**config.mk**
```make
export PLATFORM = sky130hd
export DESIGN_NAME = riscv_imem_arb
export DESIGN_NICKNAME = d
export VERILOG_FILES = /design/src/rtl/riscv_imem_arb.sv
export SDC_FILE = /design/constraint.sdc
export NUM_CORES = 1
export LEC_CHECK = 0
export CORE_UTILIZATION = 30
export DETAILED_ROUTE_END_ITERATION = 10
export GPL_TIMING_DRIVEN = 0
export PLACE_DENSITY = 0.78
export SETUP_SLACK_MARGIN = 0.1
export SLEW_MARGIN = 20
export SYNTH_ARGS = -nofsm -noshare
export SYNTH_HDL_FRONTEND = slang
export SYNTH_SLANG_ARGS = --single-unit
```
**constraint.sdc**
```tcl
create_clock -name clk -period 6.3 [get_ports clk]
set_clock_uncertainty 0.1 [all_clocks]
set_input_delay 1.26 -clock clk [delete_from_list [all_inputs] [get_ports clk]]
set_output_delay 1.26 -clock clk [all_outputs]
set_load 0.01 [all_outputs]
```
**src/rtl/riscv_imem_arb.sv**
```systemverilog
// Two-requester (fetch/loader) arbiter onto a single-port instruction memory, one transaction at a time.
// Grant is combinational in IDLE; response arrives MEM_LAT+1 cycles after an aligned grant, 1 cycle after a misaligned one.
// Requesters are backpressured by withholding grant until IDLE; a waiting request is never dropped.
module riscv_imem_arb #(
    parameter int PC_WIDTH   = 15,
    parameter int INST_WIDTH = 32,
    parameter int MEM_LAT    = 1
) (
    input  logic                  clk,
    input  logic                  reset,
    input  logic                  f_req,
    input  logic [PC_WIDTH-1:0]   f_addr,
    input  logic                  f_flush,
    output logic                  f_gnt,
    output logic                  f_rvalid,
    output logic                  f_err,
    output logic [INST_WIDTH-1:0] f_rdata,
    input  logic                  l_req,
    input  logic                  l_we,
    input  logic [PC_WIDTH-1:0]   l_addr,
    input  logic [INST_WIDTH-1:0] l_wdata,
    output logic                  l_gnt,
    output logic                  l_rvalid,
    output logic                  l_err,
    output logic [INST_WIDTH-1:0] l_rdata,
    output logic                  mem_en,
    output logic                  mem_we,
    output logic [PC_WIDTH-3:0]   mem_addr,
    output logic [INST_WIDTH-1:0] mem_wdata,
    input  logic [INST_WIDTH-1:0] mem_rdata
);

    typedef enum logic [1:0] {S_IDLE, S_WAIT, S_RESP} state_t;

    localparam logic [1:0] LAT_M1 = 2'(MEM_LAT - 1);

    state_t                r_state, w_state_nxt;
    logic [1:0]            r_cnt, w_cnt_nxt;
    logic                  r_sel;   // 1 = loader owns the outstanding transaction
    logic                  r_last;  // 1 = loader won the most recent grant
    logic                  r_we;
    logic                  r_err;
    logic                  r_flush;
    logic [INST_WIDTH-1:0] r_rdata;

    logic                  w_f_req, w_idle, w_pick_l, w_any, w_aligned, w_resp;
    logic [PC_WIDTH-1:0]   w_addr;

    always_comb begin
        w_f_req   = f_req & ~f_flush;
        w_idle    = (r_state == S_IDLE) & ~reset;
        w_pick_l  = l_req & (~w_f_req | ~r_last);
        f_gnt     = w_idle & w_f_req & ~w_pick_l;
        l_gnt     = w_idle & w_pick_l;
        w_any     = f_gnt | l_gnt;
        w_addr    = l_gnt ? l_addr : f_addr;
        w_aligned = (w_addr[1:0] == 2'b00);
        mem_en    = w_any & w_aligned;
        mem_we    = mem_en & l_gnt & l_we;
        mem_addr  = mem_en ? w_addr[PC_WIDTH-1:2] : '0;
        mem_wdata = mem_en ? l_wdata : '0;
    end

    always_comb begin
        w_state_nxt = r_state;
        w_cnt_nxt   = r_cnt;
        case (r_state)
            S_IDLE: begin
                if (w_any) begin
                    if (w_aligned) begin
                        w_state_nxt = S_WAIT;
                        w_cnt_nxt   = LAT_M1;
                    end else begin
                        w_state_nxt = S_RESP;
                    end
                end
            end
            S_WAIT: begin
                if (r_cnt == 2'd0) w_state_nxt = S_RESP;
                else               w_cnt_nxt   = r_cnt - 2'd1;
            end
            S_RESP:  w_state_nxt = S_IDLE;
            default: w_state_nxt = S_IDLE;
        endcase
    end

    always_ff @(posedge clk) begin
        if (reset) begin
            r_state <= S_IDLE;
            r_cnt   <= 2'd0;
            r_sel   <= 1'b0;
            r_last  <= 1'b1;
            r_we    <= 1'b0;
            r_err   <= 1'b0;
            r_flush <= 1'b0;
            r_rdata <= '0;
        end else begin
            r_state <= w_state_nxt;
            r_cnt   <= w_cnt_nxt;
            if (w_any) begin
                r_sel   <= l_gnt;
                r_last  <= l_gnt;
                r_we    <= mem_we;
                r_err   <= ~w_aligned;
                r_flush <= 1'b0;
                r_rdata <= '0;
            end else begin
                if (r_state == S_WAIT && r_cnt == 2'd0)
                    r_rdata <= r_we ? '0 : mem_rdata;
                // a flush anywhere in the fetch's lifetime kills its response
                if (r_state != S_IDLE && !r_sel && f_flush)
                    r_flush <= 1'b1;
            end
        end
    end

    always_comb begin
        w_resp   = (r_state == S_RESP) & ~reset;
        f_rvalid = w_resp & ~r_sel & ~r_flush & ~f_flush;
        f_err    = f_rvalid & r_err;
        f_rdata  = f_rvalid ? r_rdata : '0;
        l_rvalid = w_resp & r_sel;
        l_err    = l_rvalid & r_err;
        l_rdata  = l_rvalid ? r_rdata : '0;
    end

endmodule

```
# Word-level counts from Yosys, hierarchy flattened
# Index checks and enable logic that the tools add are counted.
# classes
add_sub_neg	1
n_eq_ne	6
n_mux	14
bitwise	26
n_reduce_logical	12
# ops
op	count
$mux 32	4
$and 1x1->1	16
$mux 15	1
$mux 13	1
$mux 2	6
$ne 2x2->1 const B	4
$not 1->1	8
$pmux 2 s2	2
$logic_not 2->1	3
$reduce_and 4->1	1
$reduce_bool 2->1	2
$logic_and 1x1->1	3
$eq 2x1->1 const B	1
$eq 2x2->1 const B	1
$or 1x1->1	2
$reduce_and 2->1	1
$reduce_or 2->1	1
$sub 2x1->2 const B	1
$logic_not 1->1	1
# word_totals
register_bits	41
out_inout_bits	117

# Logic depth before layout (Yosys ltp)
# logic_depth
ltp_word	11
depth_mapped	7
ltp_nobuf	5

# Least setup slack after synthesis
# OpenSTA, ideal clock, no wires.
# synth_path
path_type	input to output
startpoint	input port reset
endpoint	output port f_rdata[22]
t_arrival_ps	2469
slack_ps	2471
stages	5
path_cell_list	buf_2 -> or4b_4 -> nor3_4 -> buf_6 -> and2_1
# synth_via
elab_chain_cells	6
# synth_lines
element	line	rtl
start: declaration	10	input logic reset,
$not 1->1	118	w_resp = (r_state == S_RESP) & ~reset;
$and 1x1->1	118	
$and 1x1->1 (3 in a row)	119	f_rvalid = w_resp & ~r_sel & ~r_flush & ~f_flush;
net f_rvalid	15	output logic f_rvalid,
$mux 32	121	f_rdata = f_rvalid ? r_rdata : '0;
end: declaration	17	output logic [INST_WIDTH-1:0] f_rdata,
# The timed path passes the listed nets, and every way through them passes these cells.

# Worst setup path after layout
# layout_path
startpoint	input port f_flush
endpoint	output port f_rdata[2]
# layout_via
elab_chain_cells	3
# layout_lines
element	line	rtl
start: declaration	13	input logic f_flush,
$not 1->1	119	
$and 1x1->1	119	
$mux 32	121	
# Every way passes these cells.

==> flow_summary.json <==
{
  "setup_viol": 0,
  "numCtsBuffers": 5,
  "ant_nets": 0,
  "row_count": 33,
  "power_density_nw_per_um2": 128,
  "syn_to_final_growth_pct": 90.7,
  "syn_nets": 459,
  "cp-end-kind": "primary output",
  "drt-wirelength-per-cell_um": 14.3,
  "firstDrtPassIters": 4,
  "peakVddDrop_mv": 0.0831,
  "rsz0062_at_grt": "false",
  "p_sw_mw": 0.158,
  "p_sw_share_pct": 24.5,
  "grt_overflow": 0,
  "root_buffer": "clkbuf_8",
  "layout_commonest_cell": "clkdlybuf4s50_1",
  "period_minus_slack_ns": 4.91,
  "synth_cell_types": 38,
  "synth_edf_count": 0,
  "design_power_total_mw": 0.644,
  "utilization_pct": 60.0,
  "crit_fanout": 10,
  "hold_buffers": 0,
  "grtUsageTotal_pct": 20.4,
  "tns_ns": 0,
  "vias_per_cell": 4.54,
  "p_seq_share_pct": 42.0,
  "gp_congestion": 0.797,
  "coreArea_um2": 8380,
  "insertedDiodeCount": 0,
  "die_y_um": 95.8,
  "num_io_pins": 217,
  "multi_input_area_um2": 1620,
  "worstSetupStartpointType": "primary input",
  "syn_area_per_cell_um2": 7.37,
  "hold_violations": 0,
  "post-route-drc-count": 0,
  "fillers": 764,
  "hp-class": "flip-flop to flip-flop",
  "critPathKind": "primary input to primary output",
  "numPortBuffers": 214,
  "wirelength_mm": 9.79,
  "max-slew-margin-rel_pct": 54.6,
  "ys_warn_count": 0,
  "grt_pass1_vias": 2896,
  "grt_max_degree": 14,
  "fmax_ghz": 0.204,
  "synthArstFlopShare_pct": 0,
  "syn_area_um2": 2640,
  "clock_path_buffers": 2,
  "required_ns": 4.94,
  "clk_pin_slew_ns": 0.08,
  "ctsResizeCount": 0,
  "synth_cells": 358,
  "initial_utilization_pct": 31.5,
  "yosysSeqAreaShare_pct": 31.1,
  "clock-sinks": 41,
  "slew_violations": 0,
  "dieArea_um2": 9170,
  "finalCritPeriodShare_pct": 77.9,
  "place_hpwl_mm": 7.91,
  "status": "finished clean",
  "layout-drive-gt1-share_pct": 5.34,
  "seq_area_um2": 821,
  "num_vias": 3112,
  "power_frac_comb_pct": 23.9,
  "die_w_um": 95.8,
  "synthFlopType": "dfxtp_1",
  "worstPathArrival_ns": 3.55,
  "cts_tree": "built",
  "most-common-layout-cells": "clkdlybuf4s50_1, and2_1, nand2_1",
  "clkPwrFrac_pct": 34.1,
  "grt_pass1_wl_mm": 14.5,
  "clk_latency_ns": 0.29,
  "drt-initial-drc-count": 95,
  "post-cts-setup-buffer-count": 0,
  "max_cap_violations": 0,
  "tightest_slew_ns": 0.679,
  "p_leak_nw": 1.81,
  "cts.htree.levels": 2,
  "antenna_found_initial": 0,
  "p_int_mw": 0.486,
  "ys_ff_latch": 41,
  "post-place-ws_ns": 1.39,
  "nets": 680,
  "reg2reg_slack_ns": 4.34,
  "finalWorstSetupSlack_ns": 1.39
}
-- stage by stage --
stage | instances | hold slack, ns | cell area (um2)
after CTS | 685 | 0.363 | 5030
after global routing | 685 | 0.381 | 5030
after detailed placement | 677 | 0.352 | 4910
after global placement | 677 | 0.344 | 4910
after floorplan | 358 | 0.336 | 2640
final | 685 | 0.359 | 5030
-- cells by family after synthesis --
logic type                 Yosys count  share of synthesized area (%)
buffers and inverters               35                           7.45
AOI/OAI and AO/OA                   61                           12.8
adders and majority gates            1                          0.474
and+or+nand+nor                    220                           48.1
DFF                                 41                           31.1
-- sequential cells by signal, summed over array words and instances (netlist names) --
signal and cells:
r_err 1, r_state 2, r_sel 1, r_last 1
r_rdata 32, r_cnt 2, r_we 1, r_flush 1
-- critical path, stage by stage --
cell and delay, ns:
clkdlybuf4s50_1 0.47, or4b_4 0.55, nor3_4 0.37, buf_6 0.21, and2_1 0.14, clkdlybuf4s50_1 0.54
-- synth_stat cells, drive strengths merged (2+ instances only) --
library cell  count  area [um2]
nor3              4        36.3
inv               6        22.5
o21ai             3        15.0
nor2              9        33.8
nor2b             2        12.5
nand3             2        10.0
a21oi            49         245
dfxtp            41         821
and2            100         628
nand4             2        12.5
clkbuf           13        48.8
buf              15         121
nand2            61         229
nand3b           33         248
nand2b            2        12.5
-- final timing paths --
path	endpoint	start	cells after the start
worst max-delay path	f_rdata[2]	f_flush	6
worst min-delay path	r_rdata[15]	r_rdata[15]	2
worst max register to register	r_rdata[24]	r_state[0]	5
worst min register to register	r_rdata[15]	r_rdata[15]	2
-- layout make-up --
type	count	area share, %
multi-input combinational	282	32.2
clock buffer	6	1.64
sequential	41	16.3
clock inverter	2	0.746
buffer	28	3.38
inverter	7	0.522
tap	105	2.61
timing repair buffer	214	42.6
-- layer usage --
layer  routed length (um)  global-route usage, %  vias up  part of all wire (%)
met4                   85                   4.48        0                  0.87
met5                    0                      0        -                     0
li1                     -                      -     1614                     -
met2                 4960                   34.8      101                    51
met1                 4140                   26.2     1388                    42
met3                  598                   4.66        9                   6.1
-- power by group through the flow --
| stage | Clock [mW] | Sequential [mW] | Combinational [mW] |
|---|---|---|---|
| finish | 0.219 | 0.270 | 0.154 |
| CTS | 0.226 | 0.270 | 0.155 |
| global placement | 0 | 0.276 | 0.152 |
| floorplan | 0 | 0.275 | 0.0613 |
| detailed placement | 0 | 0.276 | 0.154 |
| global route | 0.238 | 0.271 | 0.168 |
Power figures use the tool's default switching activity.
